==> config.mk <==
export PLATFORM = sky130hd
export DESIGN_NAME = rf_wb_arbiter_flat
export DESIGN_NICKNAME = d
export VERILOG_FILES = /design/src/rtl/rf_pkg.sv /design/src/rtl/rf_wb_arbiter_if.sv /design/src/rtl/rr_arb2.sv /design/src/rtl/rf_wb_arbiter.sv /design/src/flat_wrapper.sv
export SDC_FILE = /design/constraint.sdc
export NUM_CORES = 1
export LEC_CHECK = 0
export ABC_AREA = 0
export CAP_MARGIN = 30
export CORE_AREA = 2 2 146 77
export DETAILED_ROUTE_END_ITERATION = 6
export DIE_AREA = 0 0 148 79
export PLACE_DENSITY = 0.75
export SYNTH_ARGS = -nofsm -noshare
export SYNTH_HDL_FRONTEND = slang
export SYNTH_SLANG_ARGS = --single-unit
==> constraint.sdc <==
create_clock -name clk -period 2.55 [get_ports clk]
set_input_delay 0.51 -clock clk [delete_from_list [all_inputs] [get_ports clk]]
set_output_delay 0.51 -clock clk [all_outputs]
set_load 0.01 [all_outputs]
==> src/rtl/rf_pkg.sv <==
// Shared types and constants for the register-file writeback path.
// Widths, the x0 address constant and the read-forwarding hit test.
package rf_pkg;

    localparam int XLEN = 32;
    localparam int AW   = 5;

    localparam logic [AW-1:0] REG_ZERO = '0;

    typedef struct packed {
        logic            valid;
        logic [AW-1:0]   addr;
        logic [XLEN-1:0] data;
    } rf_wr_req_t;

    // x0 never forwards: it reads as zero from the rf regardless of pending writes.
    function automatic logic fwd_hit(input logic          vld,
                                     input logic [AW-1:0] waddr,
                                     input logic [AW-1:0] raddr);
        return vld && (waddr == raddr) && (raddr != REG_ZERO);
    endfunction

endpackage

==> src/rtl/rf_wb_arbiter_if.sv <==
// Bundle of writeback requests, rf write port and forwarded read ports.
// slave = arbiter side, master = requesters / rf / consumers side.
interface rf_wb_arbiter_if;
    import rf_pkg::*;

    logic            req0_valid;
    logic            req0_ready;
    logic [AW-1:0]   req0_addr;
    logic [XLEN-1:0] req0_data;
    logic            req1_valid;
    logic            req1_ready;
    logic [AW-1:0]   req1_addr;
    logic [XLEN-1:0] req1_data;
    logic            rf_hold;
    logic            rf_wen;
    logic [AW-1:0]   rf_waddr;
    logic [XLEN-1:0] rf_wdata;
    logic [AW-1:0]   rd_addr1;
    logic [AW-1:0]   rd_addr2;
    logic [XLEN-1:0] rf_rdata1;
    logic [XLEN-1:0] rf_rdata2;
    logic [XLEN-1:0] rd_data1;
    logic [XLEN-1:0] rd_data2;
    logic            grant_last;

    modport slave (
        input  req0_valid, req0_addr, req0_data,
        input  req1_valid, req1_addr, req1_data,
        input  rf_hold, rd_addr1, rd_addr2, rf_rdata1, rf_rdata2,
        output req0_ready, req1_ready,
        output rf_wen, rf_waddr, rf_wdata,
        output rd_data1, rd_data2, grant_last
    );

    modport master (
        output req0_valid, req0_addr, req0_data,
        output req1_valid, req1_addr, req1_data,
        output rf_hold, rd_addr1, rd_addr2, rf_rdata1, rf_rdata2,
        input  req0_ready, req1_ready,
        input  rf_wen, rf_waddr, rf_wdata,
        input  rd_data1, rd_data2, grant_last
    );

endinterface

==> src/rtl/rr_arb2.sv <==
// 2-way round-robin arbiter; the loser of a contested grant wins next time.
// Latency: combinational grant, pointer updates on the granting edge.
// Backpressure: no grant at all while i_advance is low; pointer then holds.
module rr_arb2 (
    input  logic       clk,
    input  logic       rst_n,
    input  logic [1:0] i_req,
    input  logic       i_advance,
    output logic [1:0] o_gnt
);

    logic r_prio;
    logic w_prio_nxt;

    always_ff @(posedge clk or negedge rst_n) begin
        if (!rst_n) begin
            r_prio <= 1'b0;
        end else begin
            r_prio <= w_prio_nxt;
        end
    end

    always_comb begin
        o_gnt      = 2'b00;
        w_prio_nxt = r_prio;
        if (i_advance) begin
            if (i_req == 2'b11) begin
                o_gnt = r_prio ? 2'b10 : 2'b01;
            end else begin
                o_gnt = i_req;
            end
        end
        // Point at the requester that was not served.
        if (o_gnt != 2'b00) begin
            w_prio_nxt = o_gnt[0];
        end
    end

endmodule

==> src/rtl/rf_wb_arbiter.sv <==
// Shares the rf write port between two writeback sources via a one-entry stage.
// Latency: accepted at edge N, rf_wen high in cycle N+1, rf written at edge N+1.
// Backpressure: only rf_hold stalls (no accept, no commit); otherwise always ready.
module rf_wb_arbiter
    import rf_pkg::*;
(
    input  logic           clk,
    input  logic           rst_n,
    rf_wb_arbiter_if.slave wb
);

    logic            w_accept;
    logic [1:0]      w_req;
    logic [1:0]      w_gnt;
    rf_wr_req_t      w_req0;
    rf_wr_req_t      w_req1;
    rf_wr_req_t      w_sel;

    logic            r_wb_valid;
    logic [AW-1:0]   r_wb_addr;
    logic [XLEN-1:0] r_wb_data;
    logic            r_grant_last;

    assign w_req0 = '{valid: wb.req0_valid, addr: wb.req0_addr, data: wb.req0_data};
    assign w_req1 = '{valid: wb.req1_valid, addr: wb.req1_addr, data: wb.req1_data};
    assign w_req  = {w_req1.valid, w_req0.valid};

    // Gating with rst_n keeps both readies low while reset is asserted.
    assign w_accept = ~wb.rf_hold & rst_n;

    rr_arb2 u_arb (
        .clk       (clk),
        .rst_n     (rst_n),
        .i_req     (w_req),
        .i_advance (w_accept),
        .o_gnt     (w_gnt)
    );

    always_comb begin
        w_sel       = w_gnt[1] ? w_req1 : w_req0;
        w_sel.valid = |w_gnt;
    end

    always_ff @(posedge clk or negedge rst_n) begin
        if (!rst_n) begin
            r_wb_valid   <= 1'b0;
            r_wb_addr    <= '0;
            r_wb_data    <= '0;
            r_grant_last <= 1'b0;
        end else if (!wb.rf_hold) begin
            if (w_sel.valid) begin
                // x0 writes take the grant but never reach the rf.
                r_wb_valid   <= (w_sel.addr != REG_ZERO);
                r_wb_addr    <= w_sel.addr;
                r_wb_data    <= w_sel.data;
                r_grant_last <= w_gnt[1];
            end else begin
                r_wb_valid   <= 1'b0;
            end
        end
    end

    assign wb.req0_ready = w_gnt[0];
    assign wb.req1_ready = w_gnt[1];
    assign wb.grant_last = r_grant_last;

    assign wb.rf_wen   = r_wb_valid & ~wb.rf_hold;
    assign wb.rf_waddr = r_wb_addr;
    assign wb.rf_wdata = r_wb_data;

    assign wb.rd_data1 = fwd_hit(r_wb_valid, r_wb_addr, wb.rd_addr1) ? r_wb_data : wb.rf_rdata1;
    assign wb.rd_data2 = fwd_hit(r_wb_valid, r_wb_addr, wb.rd_addr2) ? r_wb_data : wb.rf_rdata2;

endmodule

==> src/flat_wrapper.sv <==
// flat-port wrapper written by rule: the top's interface ports become plain ports
module rf_wb_arbiter_flat import rf_pkg::*;
  (clk, rst_n, wb_req0_valid, wb_req0_addr, wb_req0_data, wb_req1_valid, wb_req1_addr, wb_req1_data, wb_rf_hold, wb_rd_addr1, wb_rd_addr2, wb_rf_rdata1, wb_rf_rdata2, wb_req0_ready, wb_req1_ready, wb_rf_wen, wb_rf_waddr, wb_rf_wdata, wb_rd_data1, wb_rd_data2, wb_grant_last);
  rf_wb_arbiter_if wb_i ();
  input  logic clk;
  input  logic rst_n;
  input wire logic [$bits(wb_i.req0_valid)-1:0] wb_req0_valid;
  input wire logic [$bits(wb_i.req0_addr)-1:0] wb_req0_addr;
  input wire logic [$bits(wb_i.req0_data)-1:0] wb_req0_data;
  input wire logic [$bits(wb_i.req1_valid)-1:0] wb_req1_valid;
  input wire logic [$bits(wb_i.req1_addr)-1:0] wb_req1_addr;
  input wire logic [$bits(wb_i.req1_data)-1:0] wb_req1_data;
  input wire logic [$bits(wb_i.rf_hold)-1:0] wb_rf_hold;
  input wire logic [$bits(wb_i.rd_addr1)-1:0] wb_rd_addr1;
  input wire logic [$bits(wb_i.rd_addr2)-1:0] wb_rd_addr2;
  input wire logic [$bits(wb_i.rf_rdata1)-1:0] wb_rf_rdata1;
  input wire logic [$bits(wb_i.rf_rdata2)-1:0] wb_rf_rdata2;
  output wire logic [$bits(wb_i.req0_ready)-1:0] wb_req0_ready;
  output wire logic [$bits(wb_i.req1_ready)-1:0] wb_req1_ready;
  output wire logic [$bits(wb_i.rf_wen)-1:0] wb_rf_wen;
  output wire logic [$bits(wb_i.rf_waddr)-1:0] wb_rf_waddr;
  output wire logic [$bits(wb_i.rf_wdata)-1:0] wb_rf_wdata;
  output wire logic [$bits(wb_i.rd_data1)-1:0] wb_rd_data1;
  output wire logic [$bits(wb_i.rd_data2)-1:0] wb_rd_data2;
  output wire logic [$bits(wb_i.grant_last)-1:0] wb_grant_last;
  assign wb_i.req0_valid = wb_req0_valid;
  assign wb_i.req0_addr = wb_req0_addr;
  assign wb_i.req0_data = wb_req0_data;
  assign wb_i.req1_valid = wb_req1_valid;
  assign wb_i.req1_addr = wb_req1_addr;
  assign wb_i.req1_data = wb_req1_data;
  assign wb_i.rf_hold = wb_rf_hold;
  assign wb_i.rd_addr1 = wb_rd_addr1;
  assign wb_i.rd_addr2 = wb_rd_addr2;
  assign wb_i.rf_rdata1 = wb_rf_rdata1;
  assign wb_i.rf_rdata2 = wb_rf_rdata2;
  assign wb_req0_ready = wb_i.req0_ready;
  assign wb_req1_ready = wb_i.req1_ready;
  assign wb_rf_wen = wb_i.rf_wen;
  assign wb_rf_waddr = wb_i.rf_waddr;
  assign wb_rf_wdata = wb_i.rf_wdata;
  assign wb_rd_data1 = wb_i.rd_data1;
  assign wb_rd_data2 = wb_i.rd_data2;
  assign wb_grant_last = wb_i.grant_last;
  rf_wb_arbiter u_core (.clk(clk), .rst_n(rst_n), .wb(wb_i));
endmodule
==> results_dict.tcl, run 1 <==
set metrics [dict create \
    critical_path.endpoint_type "output pin" \
    grt_pass1_vias 3324 \
    synth-seq-area-share_pct 32.9 \
    worstMarginPinSlew_ns 0.537 \
    place_worst_setup_slack_ns -0.694 \
    slew_headroom_pct 64.2 \
    nets 712 \
    slowest_stage "dfrtp_2" \
    worst_slack_ns -0.131 \
    drive_above_1_share_pct 36.4 \
    cp_top_family "compound AO/OA/AOI/OAI gates" \
    cts_buffer_depth 2 \
    gp_congestion 0.864 \
    timing.rr.start "u_core.u_arb.r_prio" \
    synthesis.yosys.warnings 0 \
    fin_crit_sh_pct 105 \
    dpl.cell_count 669 \
    setup_viol 50 \
    antennaDiodeCount 0 \
    drc 0 \
    dieArea_sq_mm 0.0117 \
    start_kind "register" \
    rows 27 \
    status "finished, violations left" \
    final.setup.tns_ns -3.65 \
    critPathMaxStageDelay_ns 0.47 \
    synthToLayoutAreaGrowth_pct 116 \
    syn_nets 423 \
    io-pin-count 258 \
    ant_nets 0 \
    grt_pass1_wl_um 18500 \
    ff2ff_path_depth 5 \
    rsz0062_at_grt "true" \
    vdd_drop_max_v 0.000256 \
    cts_tree "yes" \
    drv_cap 0 \
    r2r_end "u_core.r_wb_valid" \
    port-buffer-count 257 \
    overflow 0 \
    grt_start_max_net_pins 50 \
    syn_inst 270 \
    fmax_ghz 0.373 \
    cts-root-buf "clkbuf_16" \
    crit_chain "o41ai_4, a211oi_4, buf_12, buf_12, buf_16, mux2_4, buf_6" \
    post_drt_wl_per_cell_um 17.5 \
    hold_buffers 0 \
    fin_crit_ns 2.68 \
    synth_cell_types 27 \
    initial_core_util_pct 28.9 \
    cts_buffers 5 \
    drt-total-wl_um 12300 \
    clk-insertion-delay-late_ns 0.28 \
    post_drt_via_cell_ratio 4.56 \
    clkTransAtPathRegs_ns 0.06 \
    antenna_found_initial 1 \
    min-delay-path-class "in2async" \
    die_x_um 148 \
    cts_htree_levels 2 \
    dr.pass1.iters 4 \
    die_h_um 79 \
    critical_path_class "reg2out" \
    syn-cell-area_sq_mm 0.00305 \
    r2r_slack_ns 0.81 \
    place_hpwl_um 9280 \
    drv_slew 0 \
    synth.avg_cell_area_sq_um 11.3 \
    cp-startpoint "u_core.wb.rf_waddr[0]" \
    cp_num_buf_inv 4 \
    grt_util_all_layers_pct 20.7 \
    power_density_mw_per_mm2 408 \
    drt_iter0_drc 81 \
    crit_required_ns 2.04 \
    power_leakage_uw 0.00279 \
    cp_common_cell "buf_12" \
    core_sq_mm 0.0105 \
    worstPathMaxFanout 5 \
    cts.sinks 40 \
    hold_viol 0 \
    crit_arrival_ns 2.17 \
    worst_clock_skew_ns 0.00486 \
    violations "setup timing" \
    utilization_pct 62.3 \
    num_vias 3213 \
    ys_seq_elements 40 \
    stdcell_count 705 \
]
-- cell usage in the layout (no fill, tap or decap), types with 4 or more instances in the layout --
cell type,count
buf_12,13
buf_2,10
xnor2_2,4
o21ai_0,37
mux2i_1,37
buf_4,11
clkdlybuf4s50_1,182
mux2_4,64
nand2_1,41
dfrtp_1,36
xnor2_1,4
dfrtp_2,4
dlygate4sd2_1,6
buf_6,74
clkbuf_16,5
-- through the flow --
step                power (uW)  hold WS (ns)  instance area (sq um)
floorplan                 1210         0.214                   3050
global placement          1890         0.466                   5890
detailed placement        1920         0.470                   5890
CTS                       2710         0.332                   6580
global route              2820         0.358                   6570
finish                    2680         0.314                   6570
-- per-layer routing --
layer	wire length [um]	vias to the layer above	global-route usage [%]	part of all wire [%]
met5	13	-	0	0.11
met4	129	2	4.19	1.0
met3	815	16	5.98	6.6
met2	6190	130	36.9	50
met1	5190	1516	25.1	42
li1	-	1549	-	-
-- cells by family after synthesis --
group | count (synthesis) | share of synthesized area [%]
mux | 101 | 43.2
simple gates | 56 | 7.68
compound gates | 46 | 9.20
flops | 40 | 32.9
buf+inv | 19 | 4.02
xor+xnor | 8 | 3.04
-- worst reg2reg max path: stages, from the launching register on --
cell	delay [ns]
dfrtp_1	0.39
nand2b_1	0.14
and3_2	0.23
buf_12	0.21
or3_1	0.39
a32o_1	0.27
-- registers in the layout, summed over array words and instances, names as in the netlist --
signal,flops
u_core.r_wb_valid,1
u_core.wb.rf_waddr,5
u_core.wb.grant_last,1
u_core.u_arb.r_prio,1
u_core.wb.rf_wdata,32
-- where the power goes --
| group | internal [uW] | switching [uW] |
|---|---|---|
| registers | 738 | 139 |
| clock network | 460 | 258 |
| logic | 708 | 377 |
-- timing repair --
action                                  4_1_cts  5_1_grt
resized for setup                           360       17
cloned                                        6        0
buffers inserted                             25        0
endpoints found under the setup margin       64       65
pin swaps                                     9        3
-- Yosys cell counts --
library cell	number	area share, %
mux2_4	60	30
nand2_1	42	5.2
dfrtp_1	40	33
o21ai_0	38	6.2
mux2i_1	37	12
clkbuf_1	7	0.86
buf_6	6	2.2
buf_2	5	0.82
xnor2_1	5	1.4
mux2_2	4	1.5
nand3_1	3	0.49
nor2_1	3	0.37
xnor2_2	3	1.6
a21o_1	2	0.49
and3_1	2	0.41
nor2b_1	2	0.41
a211oi_2	1	0.41
a211oi_4	1	0.66
a32o_1	1	0.33
buf_1	1	0.12
nand2b_1	1	0.21
nor3_1	1	0.16
o21a_1	1	0.25
o41ai_1	1	0.29
o41ai_2	1	0.53
or3_1	1	0.21
or4_1	1	0.25
-- worst max-delay path by stage --
stage	to	cells past startpoint
after detailed placement	wb_rd_data1[26]	6
after floorplan	wb_rd_data1[10]	5
after global routing	wb_rd_data2[26]	8
after CTS	wb_rd_data1[29]	9
after global placement	wb_rd_data1[31]	7
final	wb_rd_data2[24]	7
-- area by class of cell --
type	instances	area, sq um
Sequential cell	40	1010
Clock inverter	3	42.5
Timing Repair Buffer	301	3210
Clock buffer	5	125
Tap cell	145	181
Fill cell	851	3970
Multi-Input combinational cell	211	2010
Note: power is estimated with default switching activity, not from simulation.
==> run 2, diff against run 1 <==
- SKIP_CTS_REPAIR_TIMING: unset -> 1
==> run 2 against run 1 <==
  * The run still ends with setup timing left
  * Sequential share of layout area is 0.83 points higher
  * Worst hold slack better by 0.0044 ns
  * Sequential cell count stayed put
  * Largest power group unchanged
==> results_dict.tcl, run 2 (synthesis results as in run 1) <==
set metrics [dict create \
    drt_iter0_drc 62 \
    multi_input_area_sq_mm 0.00200 \
    gp_congestion 0.864 \
    cts_htree_levels 2 \
    critical_path_class "reg2out" \
    hold_viol 0 \
    ff2ff_path_depth 5 \
    drt-total-wl_um 12400 \
    layout_common_cells "clkdlybuf4s50_1, mux2_4, nand2_1" \
    r2r_slack_ns 0.81 \
    cts-root-buf "clkbuf_16" \
    post_drt_wl_per_cell_um 18.0 \
    slew_headroom_pct 64.0 \
    critical_path.endpoint_type "output pin" \
    initial_core_util_pct 28.9 \
    place_hpwl_um 9280 \
    antenna_found_initial 1 \
    worstPathMaxFanout 8 \
    layout_commonest_cell "clkdlybuf4s50_1" \
    cts_buffer_depth 2 \
    worst_clock_skew_ns 0.00848 \
    worst_slack_ns -0.0554 \
    rows 27 \
    fmax_ghz 0.384 \
    cts_buffers 5 \
    cp-endpoint "wb_rd_data1[28]" \
    min-delay-path-class "in2async" \
    vdd_drop_max_v 0.000254 \
    final.setup.tns_ns -1.35 \
    die_h_um 79 \
    post_drt_via_cell_ratio 4.53 \
    drv_slew 0 \
    cts_tree "yes" \
    port-buffer-count 257 \
    rsz0062_at_grt "true" \
    dieArea_sq_mm 0.0117 \
    nFillCells 902 \
    core_sq_mm 0.0105 \
    grt_pass1_wl_um 16700 \
    crit_arrival_ns 2.10 \
    power_density_mw_per_mm2 423 \
    grt_start_max_net_pins 50 \
    crit_required_ns 2.04 \
    place_area_sq_mm 0.00589 \
    cp-startpoint "u_core.wb.rf_waddr[0]" \
    drive_above_1_share_pct 33.1 \
    antennaDiodeCount 0 \
    r2r_end "u_core.r_wb_valid" \
    clkTransAtPathRegs_ns 0.07 \
    regArea_sq_mm 0.00100 \
    timing.rr.start "u_core.u_arb.r_prio" \
    synthToLayoutAreaGrowth_pct 104 \
    status "finished, violations left" \
    io-pin-count 258 \
    num_vias 3119 \
    fin_crit_sh_pct 102 \
    worstMarginPinSlew_ns 0.540 \
    grt_pass1_vias 3159 \
    dr.pass1.iters 4 \
    drv_cap 0 \
    start_kind "register" \
    violations "setup timing" \
    cts.sinks 40 \
    die_x_um 148 \
    grt_util_all_layers_pct 18.4 \
    fin_area_sq_mm 0.00623 \
    ant_nets 0 \
    setup_viol 57 \
    fin_crit_ns 2.61 \
    drc 0 \
    overflow 0 \
    power_leakage_uw 0.00272 \
    largest_register_ff_count 32 \
    clk-insertion-delay-late_ns 0.29 \
    nets 695 \
]
==> run 2: changes by cell type in the layout (fill, tap and decap cells not counted), moves of 2 or more <==
cell	change
buf_12	-6
clkbuf_2	+33
clkdlybuf4s15_2	-2
buf_6	-41
dlymetal6s2s_1	+10
dlygate4sd2_1	-6
buf_16	-3
buf_2	-9
clkbuf_16	+6
==> run 2: cell type report <==
type                    instances  share of cell area [%]
clock buffers                   5                    2.01
clock inverters                 3                   0.683
multi-input cells             211                    32.1
flip-flops and latches         40                    16.1
well taps                     145                    2.91
repair buffers                284                    46.2
==> run 2: worst max-delay path, stage by stage (launching register included) <==
cell and delay (ns):
dfrtp_2 0.47, xnor2_2 0.19, nand2_2 0.08, a211oi_4 0.28, buf_4 0.18, clkbuf_16 0.17
mux2_4 0.31, buf_6 0.12
==> run 2: per-stage QoR <==
stage	setup WS, ns	total power [uW]	hold WS [ns]	util (%)	cells
floorplan	0.365	1210	0.214	-	270
global placement	-0.666	1890	0.466	55.9	669
detailed placement	-0.694	1920	0.470	55.9	669
CTS	-0.697	2650	0.332	57.5	677
global route	-0.146	2770	0.361	59.1	688
finish	-0.0554	2630	0.318	59.1	688
==> run 2: power breakdown <==
| part | switching (uW) | internal, uW | total (uW) |
|---|---|---|---|
| sequential | 140 | 737 | 877 |
| combinational | 368 | 670 | 1040 |
| clock | 260 | 460 | 719 |
| total | 767 | 1870 | 2630 |
==> run 2: worst min-delay path by stage <==
stage | startpoint | endpoint | cells after the start
floorplan | rst_n | u_core.r_wb_valid | 0
global route | rst_n | u_core.wb.rf_wdata[15] | 2
CTS | rst_n | u_core.wb.rf_wdata[17] | 2
global placement | u_core.wb.grant_last | u_core.wb.grant_last | 1
finish | rst_n | u_core.wb.rf_wdata[10] | 2
detailed placement | u_core.wb.grant_last | u_core.wb.grant_last | 1
==> run 2: layer usage <==
metal | vias to the layer above | wire length [um] | GRT usage (%)
met3 | 11 | 821 | 5.80
met1 | 1468 | 5310 | 21.7
li1 | 1508 | - | -
met4 | 2 | 89 | 3.71
met2 | 130 | 6150 | 33.1
met5 | - | 13 | 0
